--- src/rtl/hc154_pkg.sv ---
// Shared types and constants for the HC154-style sequenced line decoder.
package hc154_pkg;

   localparam int IDX_W = 4;
   localparam int CNT_W = 4;
   localparam int LINES = 1 << IDX_W;

   localparam logic [LINES-1:0] ALL_HIGH = 16'hFFFF;
   localparam logic [IDX_W-1:0] IDX_LAST = 4'hF;

   typedef enum logic [1:0] {
      ST_IDLE  = 2'd0,
      ST_DRIVE = 2'd1,
      ST_GAP   = 2'd2
   } hc154_state_e;

endpackage

--- src/rtl/hc154_line_decode.sv ---
// Combinational 4-to-16 active-low line decode; all lines stay high when disabled.
module hc154_line_decode
   import hc154_pkg::*;
(
   input  logic             en,
   input  logic [IDX_W-1:0] idx,
   output logic [LINES-1:0] lines
);

   always_comb begin
      lines = ALL_HIGH;
      if (en) begin
         lines[idx] = 1'b0;
      end
   end

endmodule

--- src/rtl/hc154_seq_decoder.sv ---
// Sequenced active-low line driver: one timed pulse on a line, or a scan of all
// 16 lines separated by all-high gaps. Every output is registered.
module hc154_seq_decoder
   import hc154_pkg::*;
#(
   parameter int GAP_CYCLES = 2
) (
   input  logic             Clk,
   input  logic             Rst,
   input  logic             Start,
   input  logic             Abort,
   input  logic             Mode,
   input  logic [IDX_W-1:0] Code,
   input  logic [CNT_W-1:0] Width,
   output logic [LINES-1:0] DataOut,
   output logic [IDX_W-1:0] CodeOut,
   output logic             GS,
   output logic             Busy,
   output logic             Done,
   output hc154_state_e     dbg_state
);

   // Start is a request sampled only while Busy is low and Abort is low; the
   // accepting edge latches Code/Width/Mode, and Busy rises with the first pulse.
   localparam logic [CNT_W-1:0] GAP_LOAD = CNT_W'(GAP_CYCLES - 1);

   hc154_state_e     state_q, state_d;
   logic [IDX_W-1:0] idx_q, idx_d;
   logic [CNT_W-1:0] width_q, width_d;
   logic             mode_q, mode_d;
   logic [CNT_W-1:0] cnt_q, cnt_d;
   logic [CNT_W-1:0] gap_q, gap_d;
   logic [IDX_W-1:0] pulse_q, pulse_d;
   logic             finish;

   logic [LINES-1:0] lines_d;
   logic             drive_en;
   logic             gs_d;
   logic             busy_d;
   logic             done_d;

   // State and datapath register
   always_ff @(posedge Clk) begin
      if (Rst) begin
         state_q <= ST_IDLE;
         idx_q   <= '0;
         width_q <= '0;
         mode_q  <= 1'b0;
         cnt_q   <= '0;
         gap_q   <= '0;
         pulse_q <= '0;
      end else begin
         state_q <= state_d;
         idx_q   <= idx_d;
         width_q <= width_d;
         mode_q  <= mode_d;
         cnt_q   <= cnt_d;
         gap_q   <= gap_d;
         pulse_q <= pulse_d;
      end
   end

   // Next-state logic
   always_comb begin
      state_d = state_q;
      idx_d   = idx_q;
      width_d = width_q;
      mode_d  = mode_q;
      cnt_d   = cnt_q;
      gap_d   = gap_q;
      pulse_d = pulse_q;
      finish  = 1'b0;
      if (Abort) begin
         state_d = ST_IDLE;
      end else begin
         case (state_q)
            ST_IDLE: begin
               if (Start) begin
                  state_d = ST_DRIVE;
                  idx_d   = Code;
                  width_d = Width;
                  mode_d  = Mode;
                  cnt_d   = Width;
                  pulse_d = '0;
               end
            end
            ST_DRIVE: begin
               if (cnt_q == '0) begin
                  // The 16th scan pulse ends straight into IDLE without a gap.
                  if (!mode_q || pulse_q == IDX_LAST) begin
                     state_d = ST_IDLE;
                     finish  = 1'b1;
                  end else begin
                     state_d = ST_GAP;
                     gap_d   = GAP_LOAD;
                  end
               end else begin
                  cnt_d = cnt_q - 1'b1;
               end
            end
            ST_GAP: begin
               if (gap_q == '0) begin
                  state_d = ST_DRIVE;
                  idx_d   = idx_q + 1'b1;
                  cnt_d   = width_q;
                  pulse_d = pulse_q + 1'b1;
               end else begin
                  gap_d = gap_q - 1'b1;
               end
            end
            default: state_d = ST_IDLE;
         endcase
      end
   end

   // Output logic: next values of the registered outputs
   assign drive_en = (state_d == ST_DRIVE);

   hc154_line_decode u_line_decode (
      .en    (drive_en),
      .idx   (idx_d),
      .lines (lines_d)
   );

   always_comb begin
      gs_d   = ~drive_en;
      busy_d = (state_d != ST_IDLE);
      done_d = finish;
   end

   always_ff @(posedge Clk) begin
      if (Rst) begin
         DataOut <= ALL_HIGH;
         CodeOut <= '0;
         GS      <= 1'b1;
         Busy    <= 1'b0;
         Done    <= 1'b0;
      end else begin
         DataOut <= lines_d;
         CodeOut <= idx_d;
         GS      <= gs_d;
         Busy    <= busy_d;
         Done    <= done_d;
      end
   end

   assign dbg_state = state_q;

endmodule

--- config.mk ---
export PLATFORM = sky130hd
export DESIGN_NAME = hc154_seq_decoder
export DESIGN_NICKNAME = d
export VERILOG_FILES = /design/src/rtl/hc154_pkg.sv /design/src/rtl/hc154_line_decode.sv /design/src/rtl/hc154_seq_decoder.sv
export SDC_FILE = /design/constraint.sdc
export NUM_CORES = 1
export LEC_CHECK = 0
export ABC_AREA = 1
export BUFFER_PORTS_ARGS = -buffer_cell sky130_fd_sc_hd__buf_2
export CAP_MARGIN = 25
export CORE_MARGIN = 5
export CORE_UTILIZATION = 41
export CTS_CLUSTER_SIZE = 28
export DETAILED_ROUTE_END_ITERATION = 10
export PLACE_DENSITY = 0.62
export SLEW_MARGIN = 20
export SYNTH_ARGS = -nofsm -noshare
export SYNTH_HDL_FRONTEND = slang
export SYNTH_HIERARCHICAL = 1
export SYNTH_SLANG_ARGS = --single-unit
export TNS_END_PERCENT = 50
--- constraint.sdc ---
create_clock -name Clk -period 2.3 [get_ports Clk]
set_input_delay 0.345 -clock Clk [delete_from_list [all_inputs] [get_ports Clk]]
set_output_delay 0.345 -clock Clk [all_outputs]
set_load 0.02 [all_outputs]
# After elaboration in Yosys (flattened, before gate mapping)
# Cells that the tools add are included.
[op_classes]
n_addsub = 4
n_reduce_logical = 16
mux = 24
order_cmp = 2
eq_ne = 10
bitwise = 5
[ops]
columns = ["op", "n"]
rows = [
  ["4-bit two-way mux", 11],
  ["4-bit case mux with 2 select lines", 3],
  ["16-bit inverter", 1],
  ["2-bit inequality test, second input constant", 6],
  ["4-bit case mux with 3 select lines", 1],
  ["2-bit two-way mux", 5],
  ["5-bit AND reduction", 2],
  ["4-bit by 1-bit adder with 4-bit output, second input constant", 2],
  ["4-bit logical NOT", 2],
  ["4-bit by 1-bit subtractor with 4-bit output, second input constant", 2],
  ["2-bit case mux with 3 select lines", 1],
  ["2-bit nonzero test", 3],
  ["4-bit by 5-bit < comparator with 1-bit output, second input constant", 1],
  ["1-bit demux with 4-bit select", 1],
  ["2-bit by 1-bit == test with 1-bit output, second input constant", 2],
  ["4-bit == test, second input constant", 1],
  ["4-bit by 1-bit greater-or-equal comparator with 1-bit output, second input constant", 1],
  ["1-bit inverter", 4],
  ["4-bit AND reduction", 1],
  ["4-bit OR reduction", 1],
  ["3-bit AND reduction", 1],
  ["3-bit nonzero test", 1],
  ["2-bit == test, second input constant", 1],
  ["2-bit logical NOT", 1],
  ["5 further kinds", 6],
]
[totals]
input_bits = 13
ff_bits = 42
elab_cells = 72
out_inout_bits = 25

# Depth between registers and ports, before layout
# Gate-level depths: netlist (run 1).
[depth]
ltp_word = 9
ltp_mapped = 16
ltp_nobuf = 15

# By module
# Netlist (run 1), hierarchy kept.
[by_module_without_submodules]
columns = ["module", "cells_each", "area_each_um2", "n_inst", "seq_area_each_um2"]
rows = [
  ["hc154_seq_decoder", 263, 1965.6, 1, 840.8],
  ["hc154_line_decode", 30, 151.4, 1, 0.0],
]

# Worst setup path after synthesis (run 1)
# No wires, ideal clock.
[synth_path]
kind = "reg-to-reg"
start = "register state_q[0] (netlist: dbg_state[0])"
end = "register DataOut[12]"
setup_time_ps = 123
t_required_ps = 2177
n_path_buf = 1
synth_period_minus_slack_ps = 2170
setup_slack_ps = 130
path_stages_with_launch = 17
arrival_time_ps = 2047
cell_sequence = "dfxtp_1 -> inv_1 -> ha_1 -> inv_2 -> nor2_1 -> inv_2 -> nand2_4 -> inv_2 -> nand2_1 -> nand2_1 -> o21ai_2 -> nor2_1 -> buf_4 -> nand2_2 -> nor2_4 -> nand2_1 -> or2_2"
[synth_via]
elab_cells_between_ends = 19
cone_classes = "order compare: 2; eq/ne: 3; mux: 9; bitwise: 2; reduce/logical: 3"
[synth_lines]
columns = ["item", "line_no", "rtl"]
rows = [
  ["from (decl)", "hc154_seq_decoder.sv:27", "hc154_state_e state_q, state_d;"],
  ["from (signal assigned)", "hc154_seq_decoder.sv:53", "state_q <= state_d;"],
  ["2-bit == test, or another cell as far along", "hc154_seq_decoder.sv:76", "case (state_q)"],
  ["2-bit case mux with 3 select lines (*)", "hc154_seq_decoder.sv:76", ""],
  ["2-bit two-way mux (*)", "hc154_seq_decoder.sv:73", "if (Abort) begin"],
  ["2-bit by 1-bit == test with 1-bit output (*)", "hc154_seq_decoder.sv:117", "assign drive_en = (state_d == ST_DRIVE);"],
  ["named net drive_en", "hc154_seq_decoder.sv:37", "logic drive_en;"],
  ["1-bit inverter (no line) (*)", "--", ""],
  ["2-bit OR reduction (no line) (*)", "--", ""],
  ["to (signal assigned)", "hc154_seq_decoder.sv:139", "DataOut <= lines_d;"],
  ["to (decl)", "hc154_seq_decoder.sv:15", "output logic [LINES-1:0] DataOut,"],
]
# The timed path passes the listed nets; every way through them passes the cells marked *.
# A chain may end at the register's enable or synchronous reset.

# Final worst setup path (run 1)
[layout_path]
start = "register state_q[0] (netlist: dbg_state[0])"
end = "register DataOut[2]"
[layout_via]
elab_chain_cells = 8
elab_cells_between_ends = 19
cone_classes = "order compare: 2; eq/ne: 3; mux: 9; bitwise: 2; reduce/logical: 3"
[layout_rtl]
columns = ["item", "line_no", "rtl"]
rows = [
  ["2-bit == test or 2-bit logical NOT (tied branches)", "hc154_seq_decoder.sv:76", ""],
  ["4-bit case mux with 2 select lines (*)", "hc154_seq_decoder.sv:76", ""],
  ["4-bit two-way mux (*)", "hc154_seq_decoder.sv:73", ""],
  ["named net idx_d[1]", "hc154_seq_decoder.sv:28", "logic [IDX_W-1:0] idx_q, idx_d;"],
  ["4-bit by 5-bit < comparator with 1-bit output (implied by the code) or 4-bit by 1-bit greater-or-equal comparator with 1-bit output (tied branches)", "hc154_line_decode.sv:13", "lines[idx] = 1'b0;"],
  ["1-bit logical AND (implied by the code)", "hc154_line_decode.sv:13", ""],
  ["1-bit two-way mux (implied by the code)", "hc154_line_decode.sv:13", ""],
  ["1-bit demux with 4-bit select (*)", "--", ""],
  ["16-bit inverter (no line) (*)", "--", ""],
]
# Marked as above.

==> flow_metrics.env, run 1 <==
export IMPL_status="completed"
export IMPL_cp_arrival_ps=2340
export IMPL_ios=38
export IMPL_clk_latency_ps=300
export IMPL_min_to="mode_q"
export IMPL_clock_sinks=42
export IMPL_worstHoldStart="Mode"
export IMPL_grt_pass1_wl_mm=7.46
export IMPL_vias=1908
export IMPL_yosysTopAreaCell="dfxtp_1"
export IMPL_fin_crit_sh=0.936
export IMPL_ys_flop_type="dfxtp_1"
export IMPL_leakage_nw=1.15
export IMPL_grt_usage=0.144
export IMPL_grt_pass1_vias=1749
export IMPL_port_buffers=37
export IMPL_finalHoldViolations=0
export IMPL_cap_violations=0
export IMPL_wl_per_cell_um=11.0
export IMPL_num_rows=26
export IMPL_slew_viol_final=0
export IMPL_synth_seq_area_share=0.397
export IMPL_h_tree_depth=2
export IMPL_synth_common_cells="nand2_1, dfxtp_1, nor2_1"
export IMPL_die_y_um=81.9
export IMPL_skew_ps=3.86
export IMPL_synth_area_leaders="dfxtp_1, nand2_1, ha_1, nor2_1, nand3_1"
export IMPL_die_area_um2=6700
export IMPL_synth_edff_count=0
export IMPL_path_max_fanout=6
export IMPL_timing_fmax_mhz=465
export IMPL_timing_hold_ws_ps=264
export IMPL_fin_nets=361
export IMPL_fillers=534
export IMPL_grt_max_degree=29
export IMPL_setup_tns_ps=0
export IMPL_worst_setup_path_end_kind="flop"
export IMPL_worst_setup_path_type="flop to flop"
export IMPL_hp_class="primary input to flop"
export IMPL_powerDensity_nw_per_um2=589
export IMPL_vias_per_cell=4.67
export IMPL_holdBufCountCts=0
export IMPL_min_period_ps=2150
export IMPL_multi_input_area_um2=1130
export IMPL_clock_path_buffers=2
export IMPL_netlist_instances=293
export IMPL_synth_top_area_share=0.397
export IMPL_worst_r2r_path_depth=14
export IMPL_numCtsBuffers=5
export IMPL_netlist_area_um2=2120
export IMPL_drc=0
export IMPL_crit_start="dbg_state[0]"
export IMPL_synth_seq_cells=42
export IMPL_cts_tree="yes"
export IMPL_syn2layout_area_growth_pct=18.9
export IMPL_worstPathRequired_ps=2490
export IMPL_initial_core_util=0.417
export IMPL_drtAntennaViolNets=0
export IMPL_rr_startpoint="dbg_state[0]"
export IMPL_critPathLaunchType="flop"
export IMPL_slew_headroom=0.712
export IMPL_die_w_um=81.9
export IMPL_core_area_um2=5070
export IMPL_holdPathStages=3
export IMPL_drtPass1Iterations=4
export IMPL_drive_gt1_frac=0.283
export IMPL_antenna_found_initial=0
export IMPL_reg2reg_slack_ps=150
export IMPL_async_flop_share=0
export IMPL_clk_pin_slew_ps=80
export IMPL_cts_repair_resized=0
export IMPL_insertedDiodeCount=0
export IMPL_reg2reg_to="DataOut[2]"
export IMPL_seqCellArea_um2=841
export IMPL_drt_wl_total_mm=4.51
export IMPL_cts_setup_buffers=0
export IMPL_synth_cell_types=29
export IMPL_setup_violations=0
export IMPL_syn_num_nets=316
export IMPL_hpwl_mm=3.52
export IMPL_grt_overflow_total=0
export IMPL_gp_congestion=0.792
export IMPL_avgSynthCellArea_um2=7.23
export IMPL_drtIter0Drc=89
export IMPL_worst_pin_slew_ps=433
export IMPL_clock_root_buffer="clkbuf_8"
export IMPL_ys_warn_count=6
export IMPL_ir_drop_v=0.000375
export IMPL_synth_most_common_cell="nand2_1"
## worst max-delay path by stage
stage / slack (ps) / depth (start not counted) / endpoint
3_3_place_gp: 110 / 10 / DataOut[0]
6_report: 150 / 14 / DataOut[2]
5_1_grt: -10 / 14 / DataOut[2]
4_1_cts: 60 / 14 / DataOut[2]
2_1_floorplan: 130 / 16 / DataOut[12]
3_5_place_dp: 80 / 10 / DataOut[4]
## kinds of logic (layout without fill, tap and decap cells)
| group | Yosys count | in the layout | share of synthesized area |
|---|---|---|---|
| xor+xnor | 2 | 2 | 0.00828 |
| flops | 42 | 42 | 0.397 |
| simple gates | 155 | 155 | 0.341 |
| buf+inv | 42 | 88 | 0.0768 |
| fa+ha+maj | 10 | 10 | 0.0591 |
| mux | 2 | 2 | 0.00946 |
| compound gates | 40 | 40 | 0.108 |
## where the power goes
part | leakage, nW | switching (mW) | internal [mW]
sequential | 0.342 | 0.0147 | 0.751
clock | 0.0408 | 0.271 | 0.217
combinational | 0.764 | 0.149 | 0.0792
## through the flow
step	cells	power (mW)	setup slack (ps)	utilization	cell area, um2
5_1_grt	409	1.57	-12.6	0.496	2520
3_3_place_gp	401	1.01	108	0.475	2410
2_1_floorplan	293	0.942	130	-	2120
4_1_cts	409	1.49	58.1	0.493	2500
3_5_place_dp	401	1.01	81.1	0.475	2410
6_report	409	1.48	147	0.496	2520
## final cells by class
| cell class | count | area share |
|---|---|---|
| Tap cell | 70 | 0.0348 |
| Clock inverter | 3 | 0.00945 |
| Inverter | 37 | 0.0552 |
| Multi-Input combinational cell | 209 | 0.448 |
| Clock buffer | 5 | 0.0273 |
| Timing Repair Buffer | 43 | 0.0915 |
| Sequential cell | 42 | 0.334 |
## cells in the final DEF, fill, tap and decap left out, types with 10 or more instances in the layout
cell type | synthesis | routed
nand2_1 | 69 | 69
nand3_1 | 23 | 23
dfxtp_1 | 42 | 42
or2_2 | 16 | 16
a21oi_1 | 17 | 17
inv_1 | 27 | 27
nor2_1 | 32 | 28
o21ai_0 | 11 | 11
buf_2 | 1 | 37
inv_2 | 10 | 10
## flip-flops by register name, indices dropped and copies added, names as in the netlist
name / cells
GS: 1
Busy: 1
Done: 1
dbg_state: 2
CodeOut: 4
width_q: 4
cnt_q: 4
DataOut: 16
pulse_q: 4
mode_q: 1
gap_q: 4
## critical path, stage by stage (launching register included)
cell,delay [ps]
dfxtp_1,320
inv_1,90
ha_1,210
inv_2,70
nor2_2,160
inv_2,70
nand2_4,110
inv_2,50
nand2_2,130
nand2_1,90
nand2_1,150
inv_1,70
nor2_2,160
nand3_1,100
or2_2,270
## metal layers
layer  wire, um  GRT usage  part of all wire  vias to the layer above
met3        279     0.0417             0.062                        6
met5          0          0                 0                        -
met1       2030      0.166              0.45                      830
met2       2140      0.254              0.47                       51
li1           -          -                 -                     1021
met4         61     0.0449             0.014                        0
No activity file was read; power rests on OpenSTA's default activity.
==> inputs of run 2 (changes only) <==
--- a/config.mk
+++ b/config.mk
@@ -5,7 +5,6 @@
 export SDC_FILE = /design/constraint.sdc
 export NUM_CORES = 1
 export LEC_CHECK = 0
-export ABC_AREA = 1
 export BUFFER_PORTS_ARGS = -buffer_cell sky130_fd_sc_hd__buf_2
 export CAP_MARGIN = 25
 export CORE_MARGIN = 5
@@ -16,6 +15,5 @@
 export SLEW_MARGIN = 20
 export SYNTH_ARGS = -nofsm -noshare
 export SYNTH_HDL_FRONTEND = slang
-export SYNTH_HIERARCHICAL = 1
 export SYNTH_SLANG_ARGS = --single-unit
 export TNS_END_PERCENT = 50
==> run 2 against run 1 <==
Compared with the run above: synthesized cell count decreased by 25%; non-clock buffer count increased by 16; sequential share of layout area increased by 1.1 points; sequential power decreased by 1%; largest power group unchanged; global-route usage increased by 1.4 points.
==> flow_metrics.env, run 2 <==
export IMPL_status="completed"
export IMPL_worst_pin_slew_ps=475
export IMPL_finalHoldViolations=0
export IMPL_clk_latency_ps=300
export IMPL_netlist_instances=220
export IMPL_wl_per_cell_um=13.8
export IMPL_worstPathRequired_ps=2530
export IMPL_worst_r2r_path_depth=8
export IMPL_finalPower_mw=1.45
export IMPL_grt_pass1_wl_mm=7.73
export IMPL_antenna_found_initial=0
export IMPL_min_period_ps=2220
export IMPL_crit_start="gap_q[1]"
export IMPL_skew_ps=10.2
export IMPL_synth_area_leaders="dfxtp_1, ha_1, nand3_1, nor2_1, mux2i_1"
export IMPL_vias=1730
export IMPL_numCtsBuffers=5
export IMPL_clock_sinks=42
export IMPL_rr_startpoint="gap_q[1]"
export IMPL_grt_max_degree=23
export IMPL_fin_nets=296
export IMPL_synth_common_cells="dfxtp_1, nor2_1, nand3_1"
export IMPL_netlist_area_um2=1950
export IMPL_drtIter0Drc=104
export IMPL_drive_gt1_frac=0.314
export IMPL_leakage_nw=1.04
export IMPL_initial_core_util=0.419
export IMPL_avgSynthCellArea_um2=8.87
export IMPL_path_cells="inv_2 -> ha_4 -> or3b_4 -> a21o_1 -> or4b_4 -> buf_4 -> a211o_1 -> a21oi_2"
export IMPL_vias_per_cell=5.27
export IMPL_worst_setup_path_end_kind="flop"
export IMPL_ys_flop_type="dfxtp_1"
export IMPL_synth_top_area_share=0.431
export IMPL_synth_top_family_by_area="simple AND/OR/NAND/NOR gates"
export IMPL_grt_overflow_total=0
export IMPL_setup_ws_ps=75.1
export IMPL_die_area_um2=6240
export IMPL_synthXorXnorAreaFrac=0.00898
export IMPL_synth_seq_area_share=0.431
export IMPL_yosys_area_share_simple=0.226
export IMPL_holdBufCountCts=0
export IMPL_drtPass1Iterations=4
export IMPL_postLayoutCoreUtil=0.529
export IMPL_critPathMaxStageDelay_ps=530
export IMPL_timing_hold_ws_ps=285
export IMPL_timing_fmax_mhz=449
export IMPL_synth_edff_count=0
export IMPL_powerDensity_nw_per_um2=588
export IMPL_ios=38
export IMPL_holdPathStages=3
export IMPL_drtAntennaViolNets=0
export IMPL_synth_most_common_cell="dfxtp_1"
export IMPL_h_tree_depth=2
export IMPL_cts_tree="yes"
export IMPL_syn2layout_area_growth_pct=26.4
export IMPL_final_common_cell="dfxtp_1"
export IMPL_die_w_um=79.0
export IMPL_synth_cell_types=46
export IMPL_slew_viol_final=0
export IMPL_setup_tns_ps=0
export IMPL_synthMuxAreaShare=0.0417
export IMPL_slew_headroom=0.679
export IMPL_ir_drop_v=0.000265
export IMPL_async_flop_share=0
export IMPL_largest_register_ffs=16
export IMPL_num_rows=25
export IMPL_port_buffers=37
export IMPL_die_y_um=79.0
export IMPL_synth_compound_area_frac=0.179
export IMPL_reg2reg_to="cnt_q[0]"
export IMPL_critPathLaunchType="flop"
export IMPL_cp_arrival_ps=2460
export IMPL_hp_class="primary input to flop"
export IMPL_fin_crit_sh=0.967
export IMPL_clk_pin_slew_ps=80
export IMPL_slowest_stage="or4b_4"
export IMPL_insertedDiodeCount=0
export IMPL_clock_path_buffers=2
export IMPL_grt_pass1_vias=1626
export IMPL_cts_setup_buffers=0
export IMPL_drc=0
export IMPL_worstHoldStart="Mode"
export IMPL_setup_violations=0
export IMPL_clock_root_buffer="clkbuf_8"
export IMPL_ys_warn_count=0
export IMPL_drt_wl_total_mm=4.52
export IMPL_worst_setup_path_type="flop to flop"
export IMPL_final_cell_mix="dfxtp_1, buf_2, buf_4"
export IMPL_grt_usage=0.158
export IMPL_syn_num_nets=243
export IMPL_min_to="mode_q"
export IMPL_yosysTopAreaCell="dfxtp_1"
export IMPL_hpwl_mm=3.40
export IMPL_path_max_fanout=4
export IMPL_dp_slack_ps=54.3
export IMPL_cap_violations=0
export IMPL_gp_congestion=0.794
export IMPL_reg2reg_slack_ps=80
export IMPL_core_area_um2=4660
export IMPL_regMostFlops="DataOut"
export IMPL_synthAdderAreaFrac=0.0641
export IMPL_synth_seq_cells=42
==> run 2: how the worst max path moves through the flow <==
stage                     to  cells after the start
floorplan           cnt_q[3]                      9
global placement    cnt_q[2]                      8
detailed placement  cnt_q[2]                      8
CTS                 cnt_q[0]                      8
global route        cnt_q[0]                      8
finish              cnt_q[0]                      8
==> run 2: logic make-up (layout without fill, tap and decap cells) <==
group,Yosys count,count (layout)
AOI/OAI and AO/OA,49,49
xor gates and xnor gates,2,2
adders and majority gates,10,10
buffers and inverters,25,79
DFF,42,42
muxes,8,8
and+or+nand+nor,84,84
==> run 2: routing by layer <==
layer,routed length [um],up-vias,track usage
met5,0,-,0
li1,-,896,-
met4,72,0,0.0636
met2,2020,40,0.242
met3,230,7,0.0442
met1,2200,787,0.208
==> run 2: what timing repair did <==
| action | in CTS | in global routing |
|---|---|---|
| gates resized for setup | 0 | 8 |
| setup endpoints to repair | 0 | 18 |
| endpoints found under the hold margin | 0 | 0 |
==> run 2: layout make-up <==
type	instances	area, um2
clock buffer	5	68.8
fill	447	2200
timing repair buffer	59	350
tap	54	67.6
multi-input combinational	153	1060
inverter	12	45.0
clock inverter	3	22.5
sequential	42	851
==> run 2: worst max-delay path, delay by kind of cell, from the launching register on <==
kind	cells	cell delay (ps)
AO/OA/AOI/OAI	3	540
adder cells (fa/ha/maj)	1	130
buffers and inverters	2	240
flip-flops	1	340
AND/OR/NAND/NOR	2	910
==> run 2: power breakdown <==
| part | leakage (nW) | internal, mW | switching, mW | total [mW] |
|---|---|---|---|---|
| combinational | 0.651 | 0.0883 | 0.112 | 0.200 |
| sequential | 0.344 | 0.743 | 0.0141 | 0.757 |
| clock | 0.0451 | 0.218 | 0.274 | 0.492 |
| total | 1.04 | 1.05 | 0.400 | 1.45 |
==> run 2: metrics by stage <==
| step | instance area [um2] | cells |
|---|---|---|
| 2_1_floorplan | 1980 | 220 |
| 3_3_place_gp | 2340 | 320 |
| 3_5_place_dp | 2340 | 320 |
| 4_1_cts | 2430 | 328 |
| 5_1_grt | 2460 | 328 |
| 6_report | 2460 | 328 |
==> inputs of run 3 (changes only) <==
==> constraint.sdc (replaced) <==
create_clock -name Clk -period 2.6 [get_ports Clk]
set_input_delay 0.39 -clock Clk [delete_from_list [all_inputs] [get_ports Clk]]
set_output_delay 0.39 -clock Clk [all_outputs]
set_load 0.02 [all_outputs]
==> run 3 against run 2 <==
Compared with the run above: non-clock buffer count shrank 10; first-iteration DRC count increased by 1.9%; fmax down 6.6%; critical path type unchanged; largest cell class unchanged.
==> flow_metrics.env, run 3 (synthesized netlist as in run 2, its figures left out) <==
export IMPL_min_period_ps=2380
export IMPL_timing_fmax_mhz=420
export IMPL_drive_gt1_frac=0.231
export IMPL_powerDensity_nw_per_um2=569
export IMPL_fin_nets=286
export IMPL_skew_ps=3.60
export IMPL_clock_root_buffer="clkbuf_8"
export IMPL_holdPathStages=3
export IMPL_hp_class="primary input to flop"
export IMPL_vias_per_cell=5.36
export IMPL_final_common_cell="dfxtp_1"
export IMPL_critPathMaxStageDelay_ps=500
export IMPL_finalPower_mw=1.34
export IMPL_clock_sinks=42
export IMPL_setup_tns_ps=0
export IMPL_holdBufCountCts=0
export IMPL_die_area_um2=6240
export IMPL_grt_usage=0.151
export IMPL_postLayoutCoreUtil=0.506
export IMPL_drc=0
export IMPL_setup_violations=0
export IMPL_fin_crit_sh=0.916
export IMPL_vias=1705
export IMPL_drtPass1Iterations=4
export IMPL_grt_pass1_wl_mm=7.44
export IMPL_cts_tree="yes"
export IMPL_slowest_stage="or4b_1"
export IMPL_drtIter0Drc=106
export IMPL_regMostFlops="DataOut"
export IMPL_die_y_um=79.0
export IMPL_largest_register_ffs=16
export IMPL_ir_drop_v=0.000319
export IMPL_fin_cells=318
export IMPL_num_rows=25
export IMPL_final_cell_mix="dfxtp_1, buf_2, nor2_1"
export IMPL_cts_repair_resized=0
export IMPL_finalHoldViolations=0
export IMPL_slew_headroom=0.658
export IMPL_h_tree_depth=2
export IMPL_rsz0062_at_grt="false"
export IMPL_path_max_fanout=6
export IMPL_worst_setup_path_end_kind="flop"
export IMPL_cap_violations=0
export IMPL_die_w_um=79.0
export IMPL_grt_overflow_total=0
export IMPL_drt_wl_total_mm=4.37
export IMPL_gp_congestion=0.805
export IMPL_initial_core_util=0.419
export IMPL_grt_max_degree=23
export IMPL_worstPathRequired_ps=2830
export IMPL_ios=38
export IMPL_status="completed"
export IMPL_core_area_um2=4660
export IMPL_drtAntennaViolNets=0
export IMPL_hpwl_mm=3.27
export IMPL_cp_arrival_ps=2610
export IMPL_worst_r2r_path_depth=8
export IMPL_leakage_nw=0.992
export IMPL_insertedDiodeCount=0
export IMPL_port_buffers=37
export IMPL_critPathLaunchType="flop"
export IMPL_wl_per_cell_um=13.7
export IMPL_cts_setup_buffers=0
export IMPL_worst_setup_path_type="flop to flop"
export IMPL_clk_pin_slew_ps=80
export IMPL_slew_viol_final=0
export IMPL_dp_cells=310
export IMPL_grt_pass1_vias=1612
export IMPL_syn2layout_area_growth_pct=20.8
export IMPL_worst_pin_slew_ps=510
export IMPL_path_cells="inv_1 -> ha_1 -> or3b_1 -> a21o_1 -> or4b_1 -> buf_4 -> a211o_1 -> a21oi_1"
export IMPL_clk_latency_ps=290
export IMPL_numCtsBuffers=5
export IMPL_clock_path_buffers=2
export IMPL_antenna_found_initial=0
==> run 3: per-stage QoR <==
step | worst slack, ps | instance area (um2) | hold slack (ps)
after global placement | 289 | 2240 | 467
after CTS | 208 | 2360 | 322
after floorplan | 148 | 1950 | 437
after detailed placement | 242 | 2240 | 470
final | 219 | 2360 | 324
after global routing | 25.7 | 2360 | 349
==> run 3: final cells by class <==
cell class / count / area, um2
well taps: 54 / 67.6
clock inverters: 3 / 45.0
fillers: 458 / 2300
clock buffers: 5 / 68.8
multi-input cells: 153 / 1010
repair buffers: 49 / 275
inverters: 12 / 45.0
flip-flops and latches: 42 / 841
==> run 3: final timing paths <==
path,start,end,slack [ps]
worst max-delay path,gap_q[0],cnt_q[2],220
worst min-delay path,Mode,mode_q,320
worst max register to register,gap_q[0],cnt_q[2],220
worst min register to register,pulse_q[1],pulse_q[1],480
==> run 3: worst max-delay path: cells and delay by family (launching register included) <==
| kind | cells | cell delay, ps |
|---|---|---|
| fa+ha+maj | 1 | 180 |
| flops | 1 | 330 |
| compound gates | 3 | 590 |
| buf+inv | 2 | 280 |
| simple gates | 2 | 940 |
==> run 3: power by group <==
part | total, mW | switching, mW | leakage (nW) | internal, mW
combinational | 0.162 | 0.0954 | 0.600 | 0.0669
sequential | 0.670 | 0.0113 | 0.341 | 0.659
clock | 0.509 | 0.224 | 0.0504 | 0.285
total | 1.34 | 0.330 | 0.992 | 1.01
==> run 3: layer usage <==
layer	wire length, um	share of wire	up-vias	GRT usage
met5	0	0	-	0
met4	51	0.012	0	0.0567
met3	209	0.048	5	0.0397
met2	1990	0.45	38	0.235
met1	2120	0.49	792	0.199
li1	-	-	870	-
